<file path="config.mk">
export PLATFORM = sky130hd
export DESIGN_NAME = convenc_subblock_reader
export DESIGN_NICKNAME = d
export VERILOG_FILES = /design/src/rtl/convenc_subblock_reader.sv
export SDC_FILE = /design/constraint.sdc
export NUM_CORES = 1
export LEC_CHECK = 0
export ABC_AREA = 1
export BUFFER_PORTS_ARGS = -buffer_cell sky130_fd_sc_hd__buf_2
export CAP_MARGIN = 20
export CORE_MARGIN = 5
export CORE_UTILIZATION = 44
export DETAILED_ROUTE_END_ITERATION = 7
export GPL_TIMING_DRIVEN = 0
export HOLD_SLACK_MARGIN = 0.12
export PLACE_DENSITY = 0.79
export SLEW_MARGIN = 20
export SYNTH_ARGS = -nofsm -noshare
export SYNTH_HDL_FRONTEND = slang
export SYNTH_SLANG_ARGS = --single-unit
</file>
<file path="constraint.sdc">
create_clock -name clk -period 1.5 [get_ports clk]
set_input_delay 0.3 -clock clk [delete_from_list [all_inputs] [get_ports clk]]
set_output_delay 0.3 -clock clk [all_outputs]
set_load 0.01 [all_outputs]
</file>
<file path="src/rtl/convenc_subblock_reader.sv">
// convenc_subblock_reader
//
// Drains the three encoder subblock buffers (q0, q1, q2) and emits them as a
// single interleaved byte stream per code block: q0[i], q1[i], q2[i], then i+1.
// Each byte takes a REQ -> CAPT -> HOLD round trip. REQ pulses the read
// strobe, CAPT registers the returned byte, and HOLD presents it until it is
// accepted.
//
// Ports:
//   clk, reset          sole rising-edge clock, synchronous active-high reset
//   computation_done    one-cycle pulse: a full block sits in all subblocks
//   blk_meta[7:0]       bit 0 selects block size (0 small, 1 large)
//   q0, q1, q2          subblock read data, valid the cycle after the strobe
//   rdreq_subblock[2:0] one-hot read strobe, bit n reads subblock n
//   out_data[7:0]       output byte
//   out_stream[1:0]     source subblock of out_data
//   out_valid/out_ready valid/ready handshake for the output byte
//   out_sop, out_eop    first / last byte of the block
//   busy                block in progress (start until last byte accepted)
//   overrun             sticky: a block arrived while one was already pending
//   byte_index[9:0]     per-subblock byte index of the current byte

module convenc_subblock_reader #(
  parameter int BYTES_SMALL = 133,
  parameter int BYTES_LARGE = 769
) (
  input  logic       clk,
  input  logic       reset,
  input  logic       computation_done,
  input  logic [7:0] blk_meta,
  input  logic [7:0] q0,
  input  logic [7:0] q1,
  input  logic [7:0] q2,
  output logic [2:0] rdreq_subblock,
  output logic [7:0] out_data,
  output logic [1:0] out_stream,
  output logic       out_valid,
  input  logic       out_ready,
  output logic       out_sop,
  output logic       out_eop,
  output logic       busy,
  output logic       overrun,
  output logic [9:0] byte_index
);

  localparam logic [9:0] N_SMALL = 10'(BYTES_SMALL);
  localparam logic [9:0] N_LARGE = 10'(BYTES_LARGE);

  typedef enum logic [1:0] {
    IDLE,
    REQ,
    CAPT,
    HOLD
  } state_t;

  state_t     state_q, state_d;
  logic [9:0] nBytes_q, nBytes_d;
  logic [9:0] idx_q, idx_d;
  logic [1:0] stream_q, stream_d;
  logic [7:0] outData_q, outData_d;
  logic [1:0] outStream_q, outStream_d;
  logic       outValid_q, outValid_d;
  logic       outSop_q, outSop_d;
  logic       outEop_q, outEop_d;
  logic       busy_q, busy_d;
  logic       overrun_q, overrun_d;
  logic       pending_q, pending_d;
  logic       pendMeta_q, pendMeta_d;
  logic [7:0] qSel;

  // Pick the subblock data matching the stream that was just strobed.
  always_comb begin
    case (stream_q)
      2'd0:    qSel = q0;
      2'd1:    qSel = q1;
      default: qSel = q2;
    endcase
  end

  // Next-state and output logic. Everything holds by default, so a stalled
  // HOLD state keeps the presented byte and its markers untouched.
  always_comb begin
    state_d        = state_q;
    nBytes_d       = nBytes_q;
    idx_d          = idx_q;
    stream_d       = stream_q;
    outData_d      = outData_q;
    outStream_d    = outStream_q;
    outValid_d     = outValid_q;
    outSop_d       = outSop_q;
    outEop_d       = outEop_q;
    busy_d         = busy_q;
    overrun_d      = overrun_q;
    pending_d      = pending_q;
    pendMeta_d     = pendMeta_q;
    rdreq_subblock = 3'b000;

    case (state_q)
      IDLE: begin
        if (pending_q || computation_done) begin
          if (pending_q ? pendMeta_q : blk_meta[0]) begin
            nBytes_d = N_LARGE;
          end else begin
            nBytes_d = N_SMALL;
          end
          idx_d    = 10'd0;
          stream_d = 2'd0;
          busy_d   = 1'b1;
          state_d  = REQ;
          // Starting the pending block frees the slot. A pulse arriving on
          // this same cycle then becomes the new pending block.
          if (pending_q) begin
            pending_d = computation_done;
            if (computation_done) begin
              pendMeta_d = blk_meta[0];
            end
          end
        end
      end

      REQ: begin
        rdreq_subblock = 3'b001 << stream_q;
        state_d        = CAPT;
      end

      CAPT: begin
        outData_d   = qSel;
        outStream_d = stream_q;
        outValid_d  = 1'b1;
        outSop_d    = (idx_q == 10'd0) && (stream_q == 2'd0);
        outEop_d    = (idx_q == nBytes_q - 10'd1) && (stream_q == 2'd2);
        state_d     = HOLD;
      end

      HOLD: begin
        if (out_ready) begin
          outValid_d = 1'b0;
          outSop_d   = 1'b0;
          outEop_d   = 1'b0;
          if (outEop_q) begin
            busy_d  = 1'b0;
            state_d = IDLE;
          end else begin
            if (stream_q == 2'd2) begin
              stream_d = 2'd0;
              idx_d    = idx_q + 10'd1;
            end else begin
              stream_d = stream_q + 2'd1;
            end
            state_d = REQ;
          end
        end
      end

      default: begin
        state_d = IDLE;
      end
    endcase

    // A block announced while one is running waits in the single pending
    // slot. If that slot is taken, the block is dropped and overrun sticks.
    if ((state_q != IDLE) && computation_done) begin
      if (pending_q) begin
        overrun_d = 1'b1;
      end else begin
        pending_d  = 1'b1;
        pendMeta_d = blk_meta[0];
      end
    end
  end

  // State register. Reset abandons any block in flight on the next edge.
  always_ff @(posedge clk) begin
    if (reset) begin
      state_q     <= IDLE;
      nBytes_q    <= N_SMALL;
      idx_q       <= 10'd0;
      stream_q    <= 2'd0;
      outData_q   <= 8'd0;
      outStream_q <= 2'd0;
      outValid_q  <= 1'b0;
      outSop_q    <= 1'b0;
      outEop_q    <= 1'b0;
      busy_q      <= 1'b0;
      overrun_q   <= 1'b0;
      pending_q   <= 1'b0;
      pendMeta_q  <= 1'b0;
    end else begin
      state_q     <= state_d;
      nBytes_q    <= nBytes_d;
      idx_q       <= idx_d;
      stream_q    <= stream_d;
      outData_q   <= outData_d;
      outStream_q <= outStream_d;
      outValid_q  <= outValid_d;
      outSop_q    <= outSop_d;
      outEop_q    <= outEop_d;
      busy_q      <= busy_d;
      overrun_q   <= overrun_d;
      pending_q   <= pending_d;
      pendMeta_q  <= pendMeta_d;
    end
  end

  assign out_data   = outData_q;
  assign out_stream = outStream_q;
  assign out_valid  = outValid_q;
  assign out_sop    = outSop_q;
  assign out_eop    = outEop_q;
  assign busy       = busy_q;
  assign overrun    = overrun_q;
  assign byte_index = idx_q;

endmodule

</file>
==> qor.txt <==
Num ports: 64
TritonCTS clock tree: done
Synth warn: 0
Number of remaining DRC errors: 0
CP max stage delay: 0.39 ns
Outcome: finished clean
CP startpoint kind: flip-flop
WL/cell: 12.2 µm
Gr usage total: 0.179
Clock Skew: 0.00882 ns
Worst setup EP type: output port
Synth Cell Area: 0.00175 mm²
CTS buffer count: 5
Critical Path Fanout Max: 4
Critical path arrival: 1.19 ns
ANT cells: 0
Post-synthesis sequential area ratio: 0.378
Cts-stage hold buffer count: 0
Filler instances: 392
HPWL after detailed placement: 3390 µm
Die X: 73.0 µm
Post-Route WL: 4600 µm
Relative slew slack: 0.662
Worst endpoint required time: 1.20 ns
Avg Inst Size Synth: 6.83 µm²
Synth Net Count: 298
Vias per inst: 5.01
Setup TNS: 0 ns
Pwr Density: 1740 mW/mm²
Vias in the first global route: 1707
Via count: 1887
Die ar.: 0.00533 mm²
Remaining antenna violation count: 0
Initial antenna violation count: 0
Hold Vio Cnt, Final: 0
Initial Util: 0.447
Standard-cell rows: 23
Syn Inst Count: 256
Layout cell share with drive strength beyond 1: 0.327
P_leak: 1.15 nW
Worst IR Drop VDD: 900 µV
Min Tclk post-route: 1.49 ns
Yosys reg bits: 33
Htree depth: 2
Grt ovf: 0
Setup Crit Path Kind: reg2out
Most frequent cells in the layout: nand2_1 (61), buf_2 (56), dfxtp_1 (30)
Worst slew pin tran: 0.507 ns
Cell Chain, Critical Path: buf_6 -> ha_4 -> inv_4 -> nor3_2 -> buf_2
Yosys cell types: 24
FMAX: 669 MHz
CTS sink cnt: 33
Area of the multi-input gates: 0.00101 mm²
Max-slew violations: 0
Setup Viol. Count Final: 0
Drt pass-1 iters: 4
Core Region: 0.00391 mm²
I/O Buffers: 56
RSZ-0062 raised after global routing: true
Worst-skew pair later-pin latency: 0.29 ns
Placed Instance Area: 0.00209 mm²
Area grow syn2layout: 34.4%
Slowest CP cell: dfxtp_4
Register area: 669 µm²
Max_cap viols: 0
GPL Wtd Cong: 0.839
Clock transition at path regs: 0.07 ns
Fin crit share: 0.997
Max clock buf depth: 2
Hold WC Path Type: in2reg
Final #Nets: 368
Largest net degree at the start of global routing: 12
Post-route design area: 0.00235 mm²
Commonest non-fill, non-tap cell in the layout: nand2_1
Die H: 73.0 µm
CTS root buf: clkbuf_8
Iteration-0 DRC Markers: 121
First-pass GRT wire length: 7590 µm
==> registers in the layout, indices dropped and copies added (netlist names) <==
| register | cells |
|---|---|
| byte_index | 10 |
| out_data | 8 |
| nBytes_q | 2 |
| out_stream | 2 |
| state_q | 2 |
| stream_q | 2 |
| busy | 1 |
| out_eop | 1 |
| out_sop | 1 |
| out_valid | 1 |
| overrun | 1 |
| pendMeta_q | 1 |
| pending_q | 1 |
==> kinds of logic after synthesis <==
kind of cell	share of synthesized area
and+or+nand+nor	0.320
buffers and inverters	0.0959
adders and majority gates	0.0429
AOI/OAI and AO/OA	0.163
DFF	0.378
==> final timing paths <==
| check | from | end | slack (ns) | cells past startpoint |
|---|---|---|---|---|
| worst max-delay path | state_q[0] | rdreq_subblock[1] | 0.005 | 5 |
| worst min-delay path | blk_meta[0] | pendMeta_q | 0.25 | 3 |
| worst max register to register | state_q[0] | byte_index[8] | 0.005 | 8 |
| worst min register to register | out_valid | out_valid | 0.46 | 2 |
==> critical path: cells and delay by family, from the launching register on <==
| kind | cells | cell delay, ns |
|---|---|---|
| flops | 1 | 0.39 |
| fa+ha+maj | 1 | 0.12 |
| buf+inv | 3 | 0.30 |
| simple gates | 1 | 0.09 |
==> layer usage <==
| metal | share of wire | wire (µm) | track usage |
|---|---|---|---|
| met1 | 0.43 | 1990 | 0.232 |
| met2 | 0.49 | 2240 | 0.284 |
| met3 | 0.057 | 262 | 0.0289 |
| met4 | 0.023 | 104 | 0.0943 |
| met5 | 0 | 0 | 0 |
==> cells in the mapped netlist <==
library cell  instances  area share
clkbuf_1              4      0.0086
o21a_1                2      0.0086
nand2_2               4       0.014
or2_2                 1      0.0036
buf_6                 2       0.013
a31oi_1               1      0.0036
dfxtp_1              33        0.38
nand4_1               7       0.025
a21oi_1              25       0.072
nand2_1              65        0.14
nor3_1                6       0.017
o21ai_1               1      0.0029
o21ai_0              13       0.037
ha_1                  6       0.043
nand3b_1              1      0.0043
o211ai_1              8       0.034
clkinv_1              1      0.0021
inv_4                 1      0.0036
nand3_1              19       0.054
nor2_1               20       0.043
a21oi_2               1      0.0050
nor2_8                1       0.011
nor2_2                2      0.0072
inv_1                32       0.069
==> per-stage QoR <==
| stage | std cells | worst slack (ns) | hold WS, ns | util | total power [mW] |
|---|---|---|---|---|---|
| after floorplan | 256 | 0.0401 | 0.401 | - | 2.50 |
| after global placement | 362 | -0.0768 | 0.443 | 0.534 | 2.93 |
| after detailed placement | 362 | -0.0940 | 0.452 | 0.534 | 2.98 |
| after CTS | 376 | -0.0265 | 0.243 | 0.585 | 3.98 |
| after global routing | 377 | -0.0770 | 0.254 | 0.600 | 4.44 |
| final | 377 | 0.00502 | 0.249 | 0.600 | 4.10 |
==> report_power, final <==
group	total, mW	internal [mW]	switching (mW)
registers	1.28	1.11	0.169
logic	2.16	0.892	1.27
clock network	0.660	0.320	0.340
==> area by class of cell <==
cell class | count | share of cell area
tap | 50 | 0.0266
buffer | 5 | 0.0133
timing repair buffer | 64 | 0.148
clock buffer | 5 | 0.0293
clock inverter | 3 | 0.00746
inverter | 34 | 0.0602
multi-input combinational | 183 | 0.430
sequential | 33 | 0.285
==> what timing repair did <==
item	4_1_cts	5_1_grt
cloned	1	0
gates resized for setup	24	20
endpoints found under the setup margin	15	30
setup buffers	5	2
pin swaps	8	10
No activity file was read; power rests on OpenSTA's default activity.
